`src/rtl/slice_sequencer.sv`:
```
// slice_sequencer: control sequencer for one sigma-delta filter slice.
// On each sample tick it sweeps coefficient/state addresses across all taps,
// drains the slice pipeline and fires the output triggers. Between passes it
// runs state read-back sweeps and accepts host coefficient writes, so the
// slice RAMs only ever see one source at a time.
//
// Handshake: a host write transfers on a rising clock edge where both
// coef_wr_valid and coef_wr_ready are high. The host holds adr/data stable
// while valid is high. coef_wr_ready is combinational and never depends on
// coef_wr_valid.
module slice_sequencer #(
  parameter int NUM_TAPS    = 10,
  parameter int COEF_ADR_W  = 9,
  parameter int STATE_ADR_W = 4,
  parameter int RD_DELAY    = 1,
  parameter int WR_DELAY    = 3,
  parameter int RB_LATENCY  = 2
) (
  input  logic                   clock_200,
  input  logic                   reset,
  input  logic                   sample_tick,
  input  logic [COEF_ADR_W-1:0]  coef_base,
  input  logic                   log_enable,
  input  logic                   coef_wr_valid,
  output logic                   coef_wr_ready,
  input  logic [COEF_ADR_W-1:0]  coef_wr_adr,
  input  logic [35:0]            coef_wr_data,
  input  logic                   readback_req,
  output logic                   slice_enable,
  output logic                   read_back,
  output logic [COEF_ADR_W-1:0]  coefficient_read_adr,
  output logic [COEF_ADR_W-1:0]  coefficient_write_adr,
  output logic [35:0]            coefficient_write_data,
  output logic                   coefficient_write_en,
  output logic [STATE_ADR_W-1:0] state_read_adr,
  output logic [STATE_ADR_W-1:0] state_write_adr,
  output logic                   sigma_delta_out_trigger,
  output logic                   log_trigger,
  output logic                   rb_valid,
  output logic [STATE_ADR_W-1:0] rb_index,
  output logic                   rb_abort,
  output logic                   busy,
  output logic                   overrun,
  output logic [2:0]             state_dbg
);

  localparam int DLY_A   = (RD_DELAY > WR_DELAY) ? RD_DELAY : WR_DELAY;
  localparam int DLY_LEN = (DLY_A > RB_LATENCY) ? DLY_A : RB_LATENCY;
  localparam int DRAIN_W = (WR_DELAY > 1) ? $clog2(WR_DELAY) : 1;
  localparam logic [STATE_ADR_W-1:0] LAST_TAP   = STATE_ADR_W'(NUM_TAPS - 1);
  localparam logic [DRAIN_W-1:0]     LAST_DRAIN = DRAIN_W'(WR_DELAY - 1);

  typedef enum logic [2:0] {
    S_IDLE     = 3'd0,
    S_RUN      = 3'd1,
    S_DRAIN    = 3'd2,
    S_DONE     = 3'd3,
    S_READBACK = 3'd4
  } state_t;

  state_t                              state_q, state_d;
  logic [STATE_ADR_W-1:0]              tap_q, tap_d;
  logic [DRAIN_W-1:0]                  drain_q, drain_d;
  logic [COEF_ADR_W-1:0]               base_q, base_d;
  logic                                log_en_q, log_en_d;
  logic [DLY_LEN-1:0][STATE_ADR_W-1:0] tap_dly_q, tap_dly_d;
  logic [RB_LATENCY-1:0]               rbv_q, rbv_d;
  logic                                rb_flush;
  logic                                slice_en_q, slice_en_d;
  logic                                read_back_q, read_back_d;
  logic [COEF_ADR_W-1:0]               rd_adr_q, rd_adr_d;
  logic [COEF_ADR_W-1:0]               wr_adr_q, wr_adr_d;
  logic [35:0]                         wr_data_q, wr_data_d;
  logic                                wr_en_q, wr_en_d;
  logic                                trig_q, trig_d;
  logic                                log_trig_q, log_trig_d;
  logic                                abort_q, abort_d;
  logic                                busy_q, busy_d;
  logic                                overrun_q, overrun_d;

  // Host writes are only offered in IDLE when neither a pass nor a read-back
  // is about to start, so a write never lands while the slice RAMs are busy.
  assign coef_wr_ready = (state_q == S_IDLE) && !sample_tick && !readback_req;

  // Next-state, counters, latched pass parameters and registered-output values.
  always_comb begin
    state_d   = state_q;
    tap_d     = tap_q;
    drain_d   = drain_q;
    base_d    = base_q;
    log_en_d  = log_en_q;
    overrun_d = overrun_q;
    abort_d   = 1'b0;
    rb_flush  = 1'b0;
    wr_en_d   = 1'b0;
    wr_adr_d  = wr_adr_q;
    wr_data_d = wr_data_q;
    case (state_q)
      S_IDLE: begin
        if (sample_tick) begin
          state_d  = S_RUN;
          tap_d    = '0;
          base_d   = coef_base;
          log_en_d = log_enable;
        end else if (readback_req) begin
          state_d = S_READBACK;
          tap_d   = '0;
          base_d  = coef_base;
        end else if (coef_wr_valid) begin
          wr_en_d   = 1'b1;
          wr_adr_d  = coef_wr_adr;
          wr_data_d = coef_wr_data;
        end
      end
      S_RUN: begin
        if (sample_tick) overrun_d = 1'b1;
        if (tap_q == LAST_TAP) begin
          state_d = S_DRAIN;
          drain_d = '0;
        end else begin
          tap_d = tap_q + STATE_ADR_W'(1);
        end
      end
      S_DRAIN: begin
        if (sample_tick) overrun_d = 1'b1;
        if (drain_q == LAST_DRAIN) state_d = S_DONE;
        else drain_d = drain_q + DRAIN_W'(1);
      end
      S_DONE: begin
        if (sample_tick) overrun_d = 1'b1;
        state_d = S_IDLE;
      end
      S_READBACK: begin
        if (sample_tick) begin
          // A tick preempts the sweep: start the pass exactly as from IDLE.
          state_d  = S_RUN;
          tap_d    = '0;
          base_d   = coef_base;
          log_en_d = log_enable;
          abort_d  = 1'b1;
          rb_flush = 1'b1;
        end else if (tap_q == LAST_TAP) begin
          state_d = S_IDLE;
        end else begin
          tap_d = tap_q + STATE_ADR_W'(1);
        end
      end
      default: state_d = S_IDLE;
    endcase

    slice_en_d  = (state_d == S_RUN) || (state_d == S_DRAIN);
    read_back_d = (state_d == S_READBACK);
    busy_d      = (state_d != S_IDLE);
    trig_d      = (state_d == S_DONE);
    log_trig_d  = (state_d == S_DONE) && log_en_d;
    if ((state_d == S_RUN) || (state_d == S_READBACK))
      rd_adr_d = base_d + COEF_ADR_W'(tap_d);
    else
      rd_adr_d = rd_adr_q;

    // Tap delay line runs every cycle; read-back valid line is flushed on abort.
    tap_dly_d[0] = tap_q;
    for (int i = 1; i < DLY_LEN; i++) tap_dly_d[i] = tap_dly_q[i-1];
    rbv_d[0] = (state_q == S_READBACK) && !rb_flush;
    for (int i = 1; i < RB_LATENCY; i++) rbv_d[i] = rbv_q[i-1] && !rb_flush;
  end

  // FSM and all registered outputs; synchronous reset clears everything.
  always_ff @(posedge clock_200) begin
    if (reset) begin
      state_q     <= S_IDLE;
      tap_q       <= '0;
      drain_q     <= '0;
      base_q      <= '0;
      log_en_q    <= 1'b0;
      tap_dly_q   <= '0;
      rbv_q       <= '0;
      slice_en_q  <= 1'b0;
      read_back_q <= 1'b0;
      rd_adr_q    <= '0;
      wr_adr_q    <= '0;
      wr_data_q   <= '0;
      wr_en_q     <= 1'b0;
      trig_q      <= 1'b0;
      log_trig_q  <= 1'b0;
      abort_q     <= 1'b0;
      busy_q      <= 1'b0;
      overrun_q   <= 1'b0;
    end else begin
      state_q     <= state_d;
      tap_q       <= tap_d;
      drain_q     <= drain_d;
      base_q      <= base_d;
      log_en_q    <= log_en_d;
      tap_dly_q   <= tap_dly_d;
      rbv_q       <= rbv_d;
      slice_en_q  <= slice_en_d;
      read_back_q <= read_back_d;
      rd_adr_q    <= rd_adr_d;
      wr_adr_q    <= wr_adr_d;
      wr_data_q   <= wr_data_d;
      wr_en_q     <= wr_en_d;
      trig_q      <= trig_d;
      log_trig_q  <= log_trig_d;
      abort_q     <= abort_d;
      busy_q      <= busy_d;
      overrun_q   <= overrun_d;
    end
  end

  assign slice_enable            = slice_en_q;
  assign read_back               = read_back_q;
  assign coefficient_read_adr    = rd_adr_q;
  assign coefficient_write_adr   = wr_adr_q;
  assign coefficient_write_data  = wr_data_q;
  assign coefficient_write_en    = wr_en_q;
  assign state_read_adr          = tap_dly_q[RD_DELAY-1];
  assign state_write_adr         = tap_dly_q[WR_DELAY-1];
  assign sigma_delta_out_trigger = trig_q;
  assign log_trigger             = log_trig_q;
  assign rb_valid                = rbv_q[RB_LATENCY-1];
  assign rb_index                = tap_dly_q[RB_LATENCY-1];
  assign rb_abort                = abort_q;
  assign busy                    = busy_q;
  assign overrun                 = overrun_q;
  assign state_dbg               = state_q;

endmodule

```
`config.mk`:
```
export PLATFORM = sky130hd
export DESIGN_NAME = slice_sequencer
export DESIGN_NICKNAME = d
export VERILOG_FILES = /design/src/rtl/slice_sequencer.sv
export SDC_FILE = /design/constraint.sdc
export NUM_CORES = 1
export LEC_CHECK = 0
export CAP_MARGIN = 20
export CORE_ASPECT_RATIO = 0.9
export CORE_MARGIN = 1
export CORE_UTILIZATION = 40
export CTS_BUF_LIST = sky130_fd_sc_hd__clkbuf_4 sky130_fd_sc_hd__clkbuf_8 sky130_fd_sc_hd__clkbuf_16
export CTS_CLUSTER_SIZE = 10
export DETAILED_ROUTE_END_ITERATION = 7
export PLACE_DENSITY_LB_ADDON = 0.1
export SLEW_MARGIN = 20
export SYNTH_ARGS = -nofsm -noshare
export SYNTH_HDL_FRONTEND = slang
export SYNTH_SLANG_ARGS = --single-unit
```
`constraint.sdc`:
```
create_clock -name clock_200 -period 3.2 [get_ports clock_200]
set_clock_uncertainty 0.2 [all_clocks]
set_input_delay 0.8 -clock clock_200 [delete_from_list [all_inputs] [get_ports clock_200]]
set_output_delay 0.8 -clock clock_200 [all_outputs]
set_load 0.02 [all_outputs]
```
After elaboration in Yosys (flattened, before gate mapping). Cells that the tools add are included.

Equal/unequal tests: 12. Bitwise operators: 3. Multiplexer cells: 24. Add/subtract/negate cells: 3. Reduce and logical (&&, ||, !) cells: 19.

Operator list (count): 9-bit two-way mux (3); 3-bit two-way mux (6); 9-bit one-hot mux with 2 select lines (1); 4-bit two-way mux (4); 3-bit by 2-bit == test with 1-bit output, second input constant (4); 3-bit one-hot mux with 4 select lines (1); 4-bit one-hot mux with 3 select lines (1); 9-bit by 4-bit adder with 9-bit output (1); 3-bit by 1-bit == test with 1-bit output, second input constant (2); 3-bit == test, second input constant (2); 1-bit logical AND (5); 1-bit two-way mux (5); 4-bit by 1-bit adder with 4-bit output, second input constant (1); 4-bit == test, second input constant (1); 2-bit two-way mux (2); 2-bit inequality test, second input constant (2); 2-bit one-hot mux with 2 select lines (1); 4-bit AND reduction (1); 4-bit OR reduction (1); 1-bit zero test (3); 3-bit zero test (1); 1-bit inverter (3); 3-bit AND reduction (1); 3-bit nonzero test (1); other kinds (7) (8).

Logic and storage cells: 81. Input bits: 60. Register bits after elaboration: 95. Output and inout port bits: 79.

Depth between registers and ports, before layout. Gate-level depths: netlist (run 1).

Depth in word-level cells: 6. Mapped depth: 15. Depth with buffers taken out: 14.

Worst setup path after synthesis (run 1). No wires, ideal clock.

Kind: input to register. Start: in sample_tick. End: reg rd_adr_q[8] (netlist: coefficient_read_adr[8]). Path buffers: 1. Slack: -0.233 ns. Library setup time: 0.074 ns. Cell stages on the path: 14. Data required time: 2.926 ns. Arrival time: 3.159 ns. Path through: or3b_4 > a21oi_4 > a21o_1 > buf_6 > nand2_1 > nand2_1 > ha_1 > inv_1 > fa_1 > nand2b_1 > a211oi_1 > xor2_1 > mux2i_1 > o21ai_0.

Elaborated cells between the ends (all ways): 13. Those cells by class: add/sub (1); eq/ne (2); mux (9); reduce/logical (1).

RTL lines: start: declaration (RTL line 21) `input logic sample_tick,`; 4-bit two-way mux (on tied branches) (RTL line 134, 100); 4-bit one-hot mux with 3 select lines (*) (RTL line 98) `case (state_q)`; via tap_d[0] (RTL line 62) `logic [STATE_ADR_W-1:0] tap_q, tap_d;`; 9-bit by 4-bit adder with 9-bit output (*) (RTL line 157) `rd_adr_d = base_d + COEF_ADR_W'(tap_d);`; end signal: assignment (RTL line 199) `rd_adr_q <= rd_adr_d;`; end: declaration (RTL line 71) `logic [COEF_ADR_W-1:0] rd_adr_q, rd_adr_d;`.

Mark *: on every way through the listed nets, which the timed path passes. The rest lies on a longest branch. A chain may end at the register's enable or synchronous reset.

Final worst setup path (run 1). Same ends and word-level chain as after synthesis.

==> results of run 1 <==
==> logic make-up (layout without fill, tap and decap cells) <==
| family | Yosys count | count (layout) | share of synthesized area |
|---|---|---|---|
| AO/OA/AOI/OAI | 91 | 91 | 0.145 |
| multiplexers | 13 | 13 | 0.0356 |
| AND/OR/NAND/NOR | 185 | 185 | 0.227 |
| buffers and inverters | 34 | 193 | 0.0446 |
| adder cells (fa/ha/maj) | 8 | 8 | 0.0286 |
| XOR/XNOR | 6 | 6 | 0.0140 |
| flip-flops | 95 | 95 | 0.506 |
==> worst register-to-register path, stage by stage (launching register included) <==
cell	delay (ps)
dfxtp_1	420
inv_1	90
ha_1	200
and3b_1	250
a21o_1	230
buf_4	140
a2bb2oi_2	150
inv_1	70
ha_1	280
a211o_1	290
a21oi_2	130
a31oi_2	70
a2111oi_2	320
a311o_1	150
==> sequential cells by signal, summed over array words and instances, names as in the netlist, 4 cells and up <==
| signal | cells |
|---|---|
| state_write_adr | 4 |
| state_read_adr | 4 |
| coefficient_read_adr | 9 |
| coefficient_write_adr | 9 |
| base_q | 9 |
| coefficient_write_data | 36 |
| tap_q | 4 |
| rb_index | 4 |
==> power breakdown <==
group	switching (mW)	total (mW)	leakage [nW]	internal [mW]
clock	0.420	0.946	0.116	0.527
combinational	0.214	0.455	1.26	0.240
sequential	0.0296	1.26	0.774	1.23
==> routing by layer <==
layer  up-vias  share of wire  routed length, um
met5         -              0                  0
met4         0          0.015                138
met3        14          0.056                531
met2       103           0.46               4310
met1      1544           0.47               4450
li1       1746              -                  -
==> per-stage QoR <==
stage / area (um2) / setup slack [ps] / power [mW] / util
2_1_floorplan: 3830 / -93.5 / 1.52 / -
3_3_place_gp: 5430 / -559 / 1.73 / 0.595
3_5_place_dp: 5430 / -640 / 1.73 / 0.595
4_1_cts: 5680 / 25.9 / 2.69 / 0.622
5_1_grt: 5720 / -45.7 / 2.79 / 0.627
6_report: 5720 / 76.4 / 2.66 / 0.627
==> cells in the mapped netlist, types with 2 or more instances <==
master    count  area [um2]
xor2_1        5        43.8
nor3b_1       2        15.0
ha_1          7        87.6
a211oi_1      6        45.0
nand2_1     109         409
nand3b_1      4        30.0
mux2i_1      10         100
clkbuf_1     14        52.6
nor2_1       26        97.6
a21oi_1      61         305
mux2_2        3        33.8
inv_1         9        33.8
nand3_1       3        15.0
nand2b_1      8        50.1
buf_4         8        60.1
nor4_1        4        25.0
nor3_1        3        15.0
o211ai_1      3        22.5
a21o_1        2        15.0
o21ai_0       5        25.0
dfxtp_1      95        1900
a211o_1       2        17.5
or2_1         3        18.8
buf_2         2        10.0
nor2b_1      15        93.8
==> timing repair <==
item	CTS	global route
pin swaps	7	10
hold endpoints to repair	0	0
setup buffers	2	4
cloned	0	0
gates resized for setup	6	9
endpoints found under the setup margin	6	4
==> final cells by class <==
type	count	area share
flip-flops and latches	95	0.333
multi-input cells	303	0.310
repair buffers	169	0.283
well taps	122	0.0267
clock buffers	10	0.0230
clock inverters	5	0.0186
inverters	9	0.00590
==> placed cells by master (no fill, tap or decap), types with 2 or more instances in the layout <==
master	n
a21oi_1	60
a211oi_1	4
nor3_1	3
a211o_1	2
inv_1	8
nor4_1	4
mux2_2	3
clkdlybuf4s50_1	134
dfxtp_2	2
a21oi_2	2
ha_1	4
clkbuf_8	9
a21o_1	2
o21ai_0	4
nor2b_1	15
nand3_1	3
nor2_1	26
bufinv_16	3
xor2_1	5
nand3b_1	4
dfxtp_1	93
nor3b_1	2
or2_1	3
nand2b_1	7
o211ai_1	3
nand2_2	2
mux2i_1	9
ha_4	2
buf_4	30
nand2_1	107
o21ai_1	2
==> path summary, 6_finish.rpt <==
kind | cells after the start | end | slack (ps)
worst max-delay path | 14 | coefficient_read_adr[8]$_SDFFE_PP0P_ | 80
worst min-delay path | 2 | coefficient_write_data[0]$_SDFFE_PP0P_ | 260
worst max register to register | 13 | coefficient_read_adr[7]$_SDFFE_PP0P_ | 160
worst min register to register | 2 | coefficient_write_data[0]$_SDFFE_PP0P_ | 260
==> impl_results.md, run 1 <==
* Status: finished, final reports clean
* Die ar. at 9790 um2
* Nets at 655
* #FFs+latches synth at 95
* CTS tree: done
* Buf/Inv on CP at 2
* Initial antenna violation count at 0
* Final HPWL DP at between 6000 and 7000 um
* GRT overflow at 0
* Final setup fails at 0
* Leak at about 2.2 nW
* Synth Net Count at 500
* Worst path slowest cell: or3b_4
* GR Layer Usage met1 at 0.266
* Worst-Margin Slew at 477 ps
* CP Cell Sequence: buf_8, or3b_4, a21oi_4, nand2_2, or2_1, nand2_1, ha_2, inv_2, fa_2, nand2b_4, a211oi_4, xor2_1, mux2i_1, o21ai_1
* FF+latch area at 1900 um2
* Fin crit share at 0.976
* Ports at 139
* Grt met2 use at 0.300
* Die width at approximately 100 um
* Root Buffer Master: clkbuf_8
* Worst-skew pair later-pin latency at roughly 360 ps
* Crit path max-delay family: simple AND/OR/NAND/NOR gates
* Syn Area/Cell at 8.70 um2
* Pins over their slew limit at 0
* Fraction of layout cells with a size suffix above 1 at 0.129
* Gr busiest metal: met2
* First-pass GRT wire length at approximately 15000 um
* Buffers on Ports at 138
* Crit path largest cell delay at 380 ps
* Hold-fix buffers at CTS at 0
* RSZ-0062 raised after global routing: true
* Gr usage total at 0.196
* Relative slew slack at 0.682
* Worst setup SP type: input pin
* Final number of hold-violating endpoints at 0
* R2r startpoint: tap_q[1]$_SDFF_PP0_
* Vias per inst at ~4.8
* TritonCTS Sinks at 95
* Area growth, synth to finish at 52.2%
* Ys flop type: dfxtp_1
* Setup tns final at 0 ps
* Placeable core area at 9130 um2
* Routed vias at 3407
* Synth Instances at 432
* Fin crit period at ~3100 ps
* Worst-path clk slew at 90 ps
* Clock Tree Buf Depth at 2
* Setup crit end kind: flip-flop
* TritonCTS Buffers at 9
* Post-synthesis instance area at 3760 um2
* Critical path class: input pin to flip-flop
* Largest net degree at the start of global routing at 47
* Placed insts at 692
* Depth of the CTS H-tree at 3
* Seq/Total Area, Yosys at 0.506
* # Max-Cap Violations at 0
* HP Class: flip-flop to flip-flop
* Row count at 33
* Pwr Density at 465 nW/um2
* Worst Path Arrival at roughly 3200 ps
* Max Clock Freq at ~320 MHz
* Die height at 94.0 um
* Number of filler cells placed in the layout at just under 800
* Met3 Use GR at 0.0513
* Maximum VDD drop at 308 uV
* Req. time, crit path at between 3000 and 4000 ps
* Post-Route WL at 9430 um
* DRT antenna net count at 0
* Total of warnings raised by yosys at 0
* Ant diodes at 0
* Area of the multi-input gates at 1770 um2
* Worst setup path start: sample_tick
* Hold Crit Start: coefficient_write_data[0]$_SDFFE_PP0P_
* Routability cong. at roughly 0.83
* DRT iter0 DRCs at 94
* Ys async rst share at 0
* Finished Layout Cells at between 700 and 800
* Crit-path max FO at 6
* Number of global-route vias before repair at 3095
* DRC viols at 0
* Distinct cells, synth at 48
* Starting Density at 0.412
* EDFF count, synth at 0
* Drt pass-1 iters at 4
* Hold slack at 257 ps
* WL/cell at 13.2 um
No activity file was read; power rests on OpenSTA's default activity.
==> run 2, diff against run 1 <==
--- a/config.mk
+++ b/config.mk
@@ -13,6 +13,7 @@
 export CTS_CLUSTER_SIZE = 10
 export DETAILED_ROUTE_END_ITERATION = 7
 export PLACE_DENSITY_LB_ADDON = 0.1
+export REMOVE_ABC_BUFFERS = 1
 export SLEW_MARGIN = 20
 export SYNTH_ARGS = -nofsm -noshare
 export SYNTH_HDL_FRONTEND = slang
==> run 2 against run 1 <==
- clock power down 11%
- via count up 0.97%
- routed wire length down 0.87%
- global-route usage down 0.21 points
- die area unchanged
- first-iteration DRC count up 41%
- sequential share of layout area down 0.10 points
- critical path type unchanged
- largest cell class unchanged
- highest routed layer unchanged
==> impl_results.md, run 2 (synthesized netlist as in run 1, its figures left out) <==
* DRT iter0 DRCs at 133 (+41%)
* Worst-Margin Slew at 724 ps (+247 ps)
* Fraction of layout cells with a size suffix above 1 at 0.133 (+0.00418)
* Setup tns final at 0 ps (unchanged)
* Ports at 139 (unchanged)
* Worst setup path start: sample_tick
* Grt met2 use at 0.309 (+0.00889)
* Status: finished, final reports clean
* GRT overflow at 0 (unchanged)
* Reg-to-reg endpoint: coefficient_read_adr[7]$_SDFFE_PP0P_
* RSZ-0062 raised after global routing: false
* R2R depth at 13 (unchanged)
* Crit-path max FO at 5 (-1)
* Largest net degree at the start of global routing at 47 (unchanged)
* Final setup fails at 0 (unchanged)
* Pins over their slew limit at 0 (unchanged)
* Buffers on Ports at 138 (unchanged)
* Placeable core area at 9130 um2 (unchanged)
* Max FFs per register at 36 (unchanged)
* Number of filler cells placed in the layout at 850 (+9.8%)
* Fin crit period at 3100 ps (-20.4 ps)
* Number of global-route vias before repair at 3128 (+1.1%)
* Relative slew slack at 0.517 (-0.165)
* Met3 Use GR at 0.0645 (+0.0132)
* Setup crit end kind: flip-flop
* Worst Path Arrival at 3170 ps (-50 ps)
* Total power at 2.56 mW (-3.8%)
* Maximum VDD drop at 255 uV (-17%)
* Pwr Density at 446 nW/um2 (-4.1%)
* Ant diodes at 0 (unchanged)
* Gr busiest metal: met2
* Initial antenna violation count at 0 (unchanged)
* Nets at 660 (+0.76%)
* Die ar. at 9790 um2 (unchanged)
* Crit path to: coefficient_read_adr[4]$_SDFFE_PP0P_
* WL/cell at 13.0 um (-1.4%)
* CTS tree: done
* Leak at 2.17 nW (+0.85%)
* Fin crit share at 0.970 (-0.00636)
* R2r startpoint: state_dbg[0]$_SDFF_PP0_
* Hold slack at 253 ps (-4.16 ps)
* # Max-Cap Violations at 0 (unchanged)
* Final number of hold-violating endpoints at 0 (unchanged)
* Final HPWL DP at 6570 um (-1.2%)
* Worst setup SP type: input pin
* Die width at 104 um (unchanged)
* Depth of the CTS H-tree at 3 (unchanged)
* Req. time, crit path at 3270 ps (-20 ps)
* Most frequent cells in the layout: clkdlybuf4s50_1, nand2_1, dfxtp_1
* Drt pass-1 iters at 4 (unchanged)
* Hold-fix buffers at CTS at 0 (unchanged)
* First-pass GRT wire length at 15000 um (-1.9%)
* Vias per inst at 4.80 (+0.41%)
* Routability cong. at 0.759 (-8.7%)
* DRT antenna net count at 0 (unchanged)
* GR Layer Usage met1 at 0.247 (-0.0191)
* Post-Route WL at 9350 um (-0.87%)
* TritonCTS Buffers at 9 (unchanged)
* Critical path class: input pin to flip-flop
* Max Clock Freq at 322 MHz (+0.66%)
* TritonCTS Sinks at 95 (unchanged)
* DRC viols at 0 (unchanged)
* Die height at 94.0 um (unchanged)
* Clock Tree Buf Depth at 2 (unchanged)
* Starting Density at 0.412 (unchanged)
* Area growth, synth to finish at 52.5%
* Row count at 33 (unchanged)
* Worst-path clk slew at 90 ps (about the same)
* Most common cell after layout, fill and taps aside: clkdlybuf4s50_1
* R2R Setup Slk at 150 ps (about the same)
* Root Buffer Master: clkbuf_8
* HP Class: flip-flop to flip-flop
* Gr usage total at 0.194 (-0.00212)
* Worst-skew pair later-pin latency at 360 ps (about the same)
* Routed vias at 3440 (+0.97%)
run 2: final cells by class:
type	count	area (um2)	share of cell area
multi-input cells	303	1780	0.310
well taps	122	153	0.0266
repair buffers	174	1660	0.290
inverters	9	33.8	0.00589
clock inverters	5	83.8	0.0146
clock buffers	9	124	0.0216
flip-flops and latches	95	1900	0.332
run 2: worst max-delay path, cell delays in order:
cell and delay (ps):
buf_6 100, or3b_4 400, a21oi_4 180, a21o_1 190
nand2_1 90, nand2_1 80, ha_2 180, inv_2 40
fa_2 350, nand2b_4 180, buf_6 130, nand2b_4 60
a21oi_2 50, xnor2_1 110, a211oi_1 230
run 2: how the worst min path moves through the flow:
stage | start | to | slack [ps] | cells past startpoint
after floorplan | rbv_q[0]$_SDFF_PP0_ | rbv_q[1]$_SDFF_PP0_ | 240 | 1
after global placement | coefficient_read_adr[3]$_SDFFE_PP0P_ | coefficient_read_adr[3]$_SDFFE_PP0P_ | 240 | 2
after detailed placement | coefficient_read_adr[3]$_SDFFE_PP0P_ | coefficient_read_adr[3]$_SDFFE_PP0P_ | 250 | 2
after CTS | coefficient_read_adr[3]$_SDFFE_PP0P_ | coefficient_read_adr[3]$_SDFFE_PP0P_ | 260 | 2
after global routing | state_read_adr[2]$_SDFF_PP0_ | rb_index[2]$_SDFF_PP0_ | 270 | 1
final | coefficient_read_adr[3]$_SDFFE_PP0P_ | coefficient_read_adr[3]$_SDFFE_PP0P_ | 250 | 2
run 2: report_power, final:
part | total [mW] | internal, mW | leakage (nW) | switching, mW
registers | 1.26 | 1.23 | 0.773 | 0.0255
clock network | 0.844 | 0.434 | 0.0978 | 0.409
logic | 0.460 | 0.243 | 1.30 | 0.217
total | 2.56 | 1.91 | 2.17 | 0.652
run 2: repair_timing:
action                                  4_1_cts  5_1_grt
gates cloned                                  0        0
pin swaps                                     9       17
endpoints found under the setup margin        7        5
gates resized for setup                      12       21
setup buffers                                 2        3
hold endpoints to repair                      0        0
run 2: metal layers:
layer	vias to the layer above	share of wire
met3	17	0.062
met1	1561	0.47
li1	1755	-
met5	-	0
met4	0	0.017
met2	107	0.45
run 2: stage by stage:
stage               area, um2  utilization  worst slack (ps)  std cells
finish                   5740        0.629              96.8        717
global route             5740        0.629             0.759        717
CTS                      5670        0.621             -79.2        714
detailed placement       5400        0.592              -779        698
global placement         5400        0.592              -683        698
floorplan                3630            -              -485        407
